<file path="config.mk">
export PLATFORM = sky130hd
export DESIGN_NAME = lc3_stage_sequencer
export DESIGN_NICKNAME = d
export VERILOG_FILES = /design/src/rtl/lc3_stage_sequencer.sv
export SDC_FILE = /design/constraint.sdc
export NUM_CORES = 1
export LEC_CHECK = 0
export BUFFER_PORTS_ARGS = -buffer_cell sky130_fd_sc_hd__buf_2
export CAP_MARGIN = 20
export CORE_MARGIN = 2
export CORE_UTILIZATION = 52
export CTS_CLUSTER_SIZE = 20
export DETAILED_ROUTE_END_ITERATION = 7
export PLACE_DENSITY = 0.88
export RECOVER_POWER = 25
export SLEW_MARGIN = 0
export SYNTH_ARGS = -nofsm -noshare
export SYNTH_HDL_FRONTEND = slang
export SYNTH_SLANG_ARGS = --single-unit
export TNS_END_PERCENT = 30
</file>
<file path="constraint.sdc">
create_clock -name clock -period 2.36 [get_ports clock]
set_input_delay 0.472 -clock clock [delete_from_list [all_inputs] [get_ports clock]]
set_output_delay 0.472 -clock clock [all_outputs]
set_load 0.05 [all_outputs]
</file>
<file path="src/rtl/lc3_stage_sequencer.sv">
// Central sequencer for the LC3 5-stage pipeline.
// Generates registered per-stage enables, refills the pipeline in order after
// reset and after taken branches, stalls around data-memory instructions and
// runs the memaccess state machine with a bounded wait.
//
// Ports:
//   clock            - rising-edge clock
//   reset            - asynchronous active-low reset
//   complete_instr   - instruction memory returned the word for this fetch
//   complete_data    - data memory completed the current access
//   ir_exec[15:0]    - instruction held in execute
//   nzp_wb[2:0]      - condition codes from writeback
//   enable_updatePC  - PC load enable
//   enable_fetch     - instruction memory read enable
//   enable_decode    - decode stage enable
//   enable_execute   - execute stage enable
//   enable_writeback - writeback stage enable
//   br_taken         - branch target select, one-cycle pulse
//   mem_state[1:0]   - 0=read, 1=indirect read, 2=write, 3=idle
//   mem_err          - one-cycle pulse when a memory wait times out
module lc3_stage_sequencer #(
  parameter int unsigned WAIT_LIMIT = 15,
  parameter int unsigned BR_BUBBLES = 2
) (
  input  logic        clock,
  input  logic        reset,
  input  logic        complete_instr,
  input  logic        complete_data,
  input  logic [15:0] ir_exec,
  input  logic [2:0]  nzp_wb,
  output logic        enable_updatePC,
  output logic        enable_fetch,
  output logic        enable_decode,
  output logic        enable_execute,
  output logic        enable_writeback,
  output logic        br_taken,
  output logic [1:0]  mem_state,
  output logic        mem_err
);

  localparam int unsigned OP_W   = 4;
  localparam int unsigned CNT_W  = 2;
  localparam int unsigned WAIT_W = 4;

  localparam logic [OP_W-1:0] OP_BR  = 4'd0;
  localparam logic [OP_W-1:0] OP_LD  = 4'd2;
  localparam logic [OP_W-1:0] OP_ST  = 4'd3;
  localparam logic [OP_W-1:0] OP_LDR = 4'd6;
  localparam logic [OP_W-1:0] OP_STR = 4'd7;
  localparam logic [OP_W-1:0] OP_LDI = 4'd10;
  localparam logic [OP_W-1:0] OP_STI = 4'd11;
  localparam logic [OP_W-1:0] OP_JMP = 4'd12;

  typedef enum logic [1:0] {
    MS_READ  = 2'd0,
    MS_IND   = 2'd1,
    MS_WRITE = 2'd2,
    MS_IDLE  = 2'd3
  } mem_state_e;

  mem_state_e          ms_q;
  logic                is_store_q;
  logic [WAIT_W-1:0]   wait_q;
  logic [CNT_W-1:0]    fill_q;
  logic [CNT_W-1:0]    bub_q;
  logic                run_q;

  logic [OP_W-1:0]     opcode_c;
  logic                is_mem_c;
  logic                is_store_c;
  mem_state_e          mem_first_c;
  logic                mem_op_c;
  logic                br_take_c;
  logic [CNT_W-1:0]    fill_inc_c;
  logic                unused_c;

  assign opcode_c = ir_exec[15:12];
  assign unused_c = ^ir_exec[8:0];

  // Classify memory opcodes and pick the first memaccess state.
  always_comb begin
    is_mem_c    = 1'b0;
    is_store_c  = 1'b0;
    mem_first_c = MS_IDLE;
    case (opcode_c)
      OP_LD, OP_LDR: begin
        is_mem_c    = 1'b1;
        mem_first_c = MS_READ;
      end
      OP_LDI: begin
        is_mem_c    = 1'b1;
        mem_first_c = MS_IND;
      end
      OP_ST, OP_STR: begin
        is_mem_c    = 1'b1;
        is_store_c  = 1'b1;
        mem_first_c = MS_WRITE;
      end
      OP_STI: begin
        is_mem_c    = 1'b1;
        is_store_c  = 1'b1;
        mem_first_c = MS_IND;
      end
      default: ;
    endcase
  end

  assign mem_op_c   = enable_execute && is_mem_c;
  assign br_take_c  = enable_execute &&
                      (((opcode_c == OP_BR) && ((ir_exec[11:9] & nzp_wb) != 3'b000)) ||
                       (opcode_c == OP_JMP));
  assign fill_inc_c = (fill_q == 2'd3) ? 2'd3 : CNT_W'(fill_q + 2'd1);
  assign mem_state  = ms_q;

  // Sequencer: stall > fetch hold > branch > normal fill/run.
  always_ff @(posedge clock or negedge reset) begin
    if (!reset) begin
      ms_q             <= MS_IDLE;
      is_store_q       <= 1'b0;
      wait_q           <= '0;
      fill_q           <= '0;
      bub_q            <= '0;
      run_q            <= 1'b0;
      enable_updatePC  <= 1'b0;
      enable_fetch     <= 1'b0;
      enable_decode    <= 1'b0;
      enable_execute   <= 1'b0;
      enable_writeback <= 1'b0;
      br_taken         <= 1'b0;
      mem_err          <= 1'b0;
    end else begin
      br_taken <= 1'b0;
      mem_err  <= 1'b0;
      if (ms_q != MS_IDLE) begin
        // Full stall while an access is in flight.
        enable_updatePC  <= 1'b0;
        enable_fetch     <= 1'b0;
        enable_decode    <= 1'b0;
        enable_execute   <= 1'b0;
        enable_writeback <= 1'b0;
        if (complete_data) begin
          wait_q <= '0;
          case (ms_q)
            MS_IND:  ms_q <= is_store_q ? MS_WRITE : MS_READ;
            MS_READ: begin
              ms_q             <= MS_IDLE;
              enable_writeback <= 1'b1;
            end
            default: ms_q <= MS_IDLE;
          endcase
        end else if (wait_q == WAIT_W'(WAIT_LIMIT - 1)) begin
          // Timeout: drop the instruction, no retry.
          ms_q    <= MS_IDLE;
          wait_q  <= '0;
          mem_err <= 1'b1;
        end else begin
          wait_q <= WAIT_W'(wait_q + 4'd1);
        end
      end else if (mem_op_c) begin
        ms_q             <= mem_first_c;
        is_store_q       <= is_store_c;
        wait_q           <= '0;
        enable_updatePC  <= 1'b0;
        enable_fetch     <= 1'b0;
        enable_decode    <= 1'b0;
        enable_execute   <= 1'b0;
        enable_writeback <= 1'b0;
      end else if (enable_fetch && !complete_instr) begin
        enable_updatePC  <= 1'b0;
        enable_fetch     <= 1'b1;
        enable_decode    <= 1'b0;
        enable_execute   <= 1'b0;
        enable_writeback <= 1'b0;
      end else if (br_take_c) begin
        // Flush downstream stages, then refill after the bubbles.
        br_taken         <= 1'b1;
        fill_q           <= '0;
        bub_q            <= CNT_W'(BR_BUBBLES - 1);
        enable_updatePC  <= 1'b1;
        enable_fetch     <= 1'b1;
        enable_decode    <= 1'b0;
        enable_execute   <= 1'b0;
        enable_writeback <= 1'b0;
      end else if (!run_q) begin
        // First clock after reset: only PC update and fetch.
        run_q            <= 1'b1;
        enable_updatePC  <= 1'b1;
        enable_fetch     <= 1'b1;
        enable_decode    <= 1'b0;
        enable_execute   <= 1'b0;
        enable_writeback <= 1'b0;
      end else begin
        enable_updatePC <= 1'b1;
        enable_fetch    <= 1'b1;
        if (bub_q != '0) begin
          bub_q            <= CNT_W'(bub_q - 2'd1);
          enable_decode    <= 1'b0;
          enable_execute   <= 1'b0;
          enable_writeback <= 1'b0;
        end else begin
          fill_q           <= fill_inc_c;
          enable_decode    <= 1'b1;
          enable_execute   <= (fill_inc_c >= 2'd2);
          enable_writeback <= (fill_inc_c == 2'd3);
        end
      end
    end
  end

endmodule

</file>
==> impl_metrics.ini <==
[status]
outcome = completed

[worst_setup_path]
r2r-end = enable_execute$_DFF_PN0_
path_class = register to output port
r2r-start = mem_state[0]$_DFFE_PN1P_
rrSetupSlack_ps = 830
cp.depth = 1
path_delay_family = flip-flops
startpoint = mem_state[0]$_DFFE_PN1P_
crit_chain = buf_2
path_buf_inv = 1
rr_worst_depth = 4
endpoint = mem_state[0]
crit_path_end_kind = output port
path_max_fanout = 8
cp.required_ps = 1890
crit_slowest_cell = dfstp_2
crit_path_start_kind = register
critPathMaxStageDelay_ps = 610
arrival_ps = 1190

[clocking]
cts_root_buffer = clkbuf_4
clock_latency_ps = 290
htree_levels = 1
cts_buffer_depth = 2
clkSinkCount = 19
post_cts_buffers = 0
cts_made_buffers = 3
cts_resized = 0
cts_tree = built
clk_pin_slew_ps = 110
hold_buffers = 0

[route]
vias = 846
drt_iter0_markers = 20
wl_per_cell_um = 13.99
viasPerCell = 5.834
ant_nets = 0
drc = 0
detail_route.wirelength_um = 2028
firstDrtPassIters = 5

[global_route]
gr-total-overflow = 0
grt_pass1_wl_um = 3305
grt_use_total_pct = 21.56
grt_max_degree = 20
first_global_vias = 854
antenna_found_initial = 0

[synthesis]
netlist_instances = 94
netlist_top_cells_count = dfrtp_1 (17), a21oi_1 (10), nand2_1 (10), nor2_1 (7), inv_1 (5)
synth.cell_area_um2 = 962.2
yosysMostFrequentCell = dfrtp_1
synth_nets = 120
ys.flop_type = dfrtp_1
synth-seq-area-share_pct = 49.67
yosysTopAreaCell = dfrtp_1
synth.distinct_cells = 34
yosysWarnings = 0
synthTopCellsByArea = dfrtp_1 (44%), dfstp_2 (5.5%), a21oi_1 (5.2%)
synth_top_area_share_pct = 44.21
synth-seq-cells = 19
synth_edf_count = 0
async_reset_ff_share_pct = 100.0
avgSynthCellArea_um2 = 10.24

[sta]
max_freq_mhz = 601.9
hold_viol = 0
worst_slack_ps = 698.5
finalCritPeriodShare_pct = 70.40
rsz0062_at_grt = no
clock-skew-final_ps = 4.182
drv_slew = 0
worstMarginPinSlew_ps = 982.4
layout_min_cycle_time_ps = 1662
setup_viol_count_final = 0
maxSlewHeadroom_pct = 34.50
final.setup.tns_ps = 0

[floorplan]
die_area_um2 = 2210
die_h_um = 47.02
start_util_pct = 55.72
num_rows = 15
pin_count = 32
fp.dieW_um = 47.02
core_um2 = 1727

[placement]
io_buffers = 22
hpwl_um = 1503
pre_cts_ws_ps = 650.5
dp_cells = 141
gp_congestion = 0.8445

[hold_path]
holdCritPathClass = input port to async pin

[layout]
diodes = 0
drive_gt1_share_pct = 29.17
stdcell_count = 145
nets = 147
area_delta_synth_final_pct = 17.42

[power]
p_total_uw = 1285
p_leak_uw = 0.0005220
p_per_area_nw_per_um2 = 1138
ir_drop_mv = 0.5912

[job]
max_cap_violations = 0
==> cell usage in the layout (no fill, tap or decap), drive strengths merged <==
cell     netlist  layout
a211o          1       1
a21oi         11      11
a222oi         1       1
a22o           1       1
a22oi          1       1
a31oi          1       1
a41o           1       1
and2           3       3
and3           1       1
and3b          1       1
buf            0      21
clkbuf         0       4
clkinv         0       1
dfrtp         17      17
dfstp          2       2
ha             3       3
inv            5       5
mux2           1       1
nand2         10      10
nand2b         4       4
nand3          3       3
nand3b         2       2
nor2           7       7
nor2b          1       1
nor3           2       2
nor3b          3       3
o2111ai        1       1
o211ai         1       1
o21ai          4       4
o21bai         1       1
o22a           2       2
or2            2       2
or3            1       1
==> power by group <==
group	internal [uW]	leakage [uW]	total [uW]	switching [uW]
logic	208	0.000276	617	409
registers	432	0.000228	505	73.2
clock network	63.0	0.0000177	163	100
total	703	0.000522	1290	582
==> routing by layer <==
metal | GRT usage [%] | up-vias | routed length, um
met1 | 20.87 | 409 | 793
li1 | - | 395 | -
met5 | 0 | - | 0
met3 | 4.615 | 8 | 110
met2 | 41.10 | 34 | 1073
met4 | 12.78 | 0 | 51
==> logic make-up (layout without fill, tap and decap cells) <==
family | count (synthesis) | count (layout) | synth area share (%)
AO/OA/AOI/OAI | 26 | 26 | 20.29
adder cells (fa/ha/maj) | 3 | 3 | 3.902
buffers and inverters | 5 | 31 | 1.951
flip-flops | 19 | 19 | 49.68
multiplexers | 1 | 1 | 1.170
AND/OR/NAND/NOR | 40 | 40 | 23.02
==> area by class of cell <==
class | count | area, um2
Fill cell | 142 | 596.8
Sequential cell | 19 | 478.0
Multi-Input combinational cell | 70 | 465.4
Timing Repair Buffer | 22 | 108.9
Tap cell | 25 | 31.28
Clock buffer | 3 | 22.52
Inverter | 5 | 18.77
Clock inverter | 1 | 5.005
==> flip-flops by register name (all words and copies together) (netlist names), 2 cells and up <==
signal and count:
bub_q 2, fill_q 2, mem_state 2, wait_q 4
==> per-stage QoR <==
| stage | hold WS (ps) | util, % | cell area, um2 |
|---|---|---|---|
| after global routing | 390.2 | 65.43 | 1130 |
| after floorplan | 176.4 | - | 962.2 |
| after detailed placement | 432.7 | 63.91 | 1104 |
| after CTS | 106.3 | 65.51 | 1131 |
| final | 302.1 | 65.43 | 1130 |
| after global placement | 426.9 | 63.91 | 1104 |
==> worst min path at each step <==
stage	start	end	cells after the start
final	reset	wait_q[3]$_DFFE_PN0N_	1
after global routing	reset	wait_q[3]$_DFFE_PN0N_	1
after CTS	reset	wait_q[3]$_DFFE_PN0N_	1
after detailed placement	reset	wait_q[3]$_DFFE_PN0N_	1
after global placement	reset	mem_err$_DFF_PN0_	1
after floorplan	reset	br_taken$_DFF_PN0_	0
Note: power is estimated with default switching activity, not from simulation.
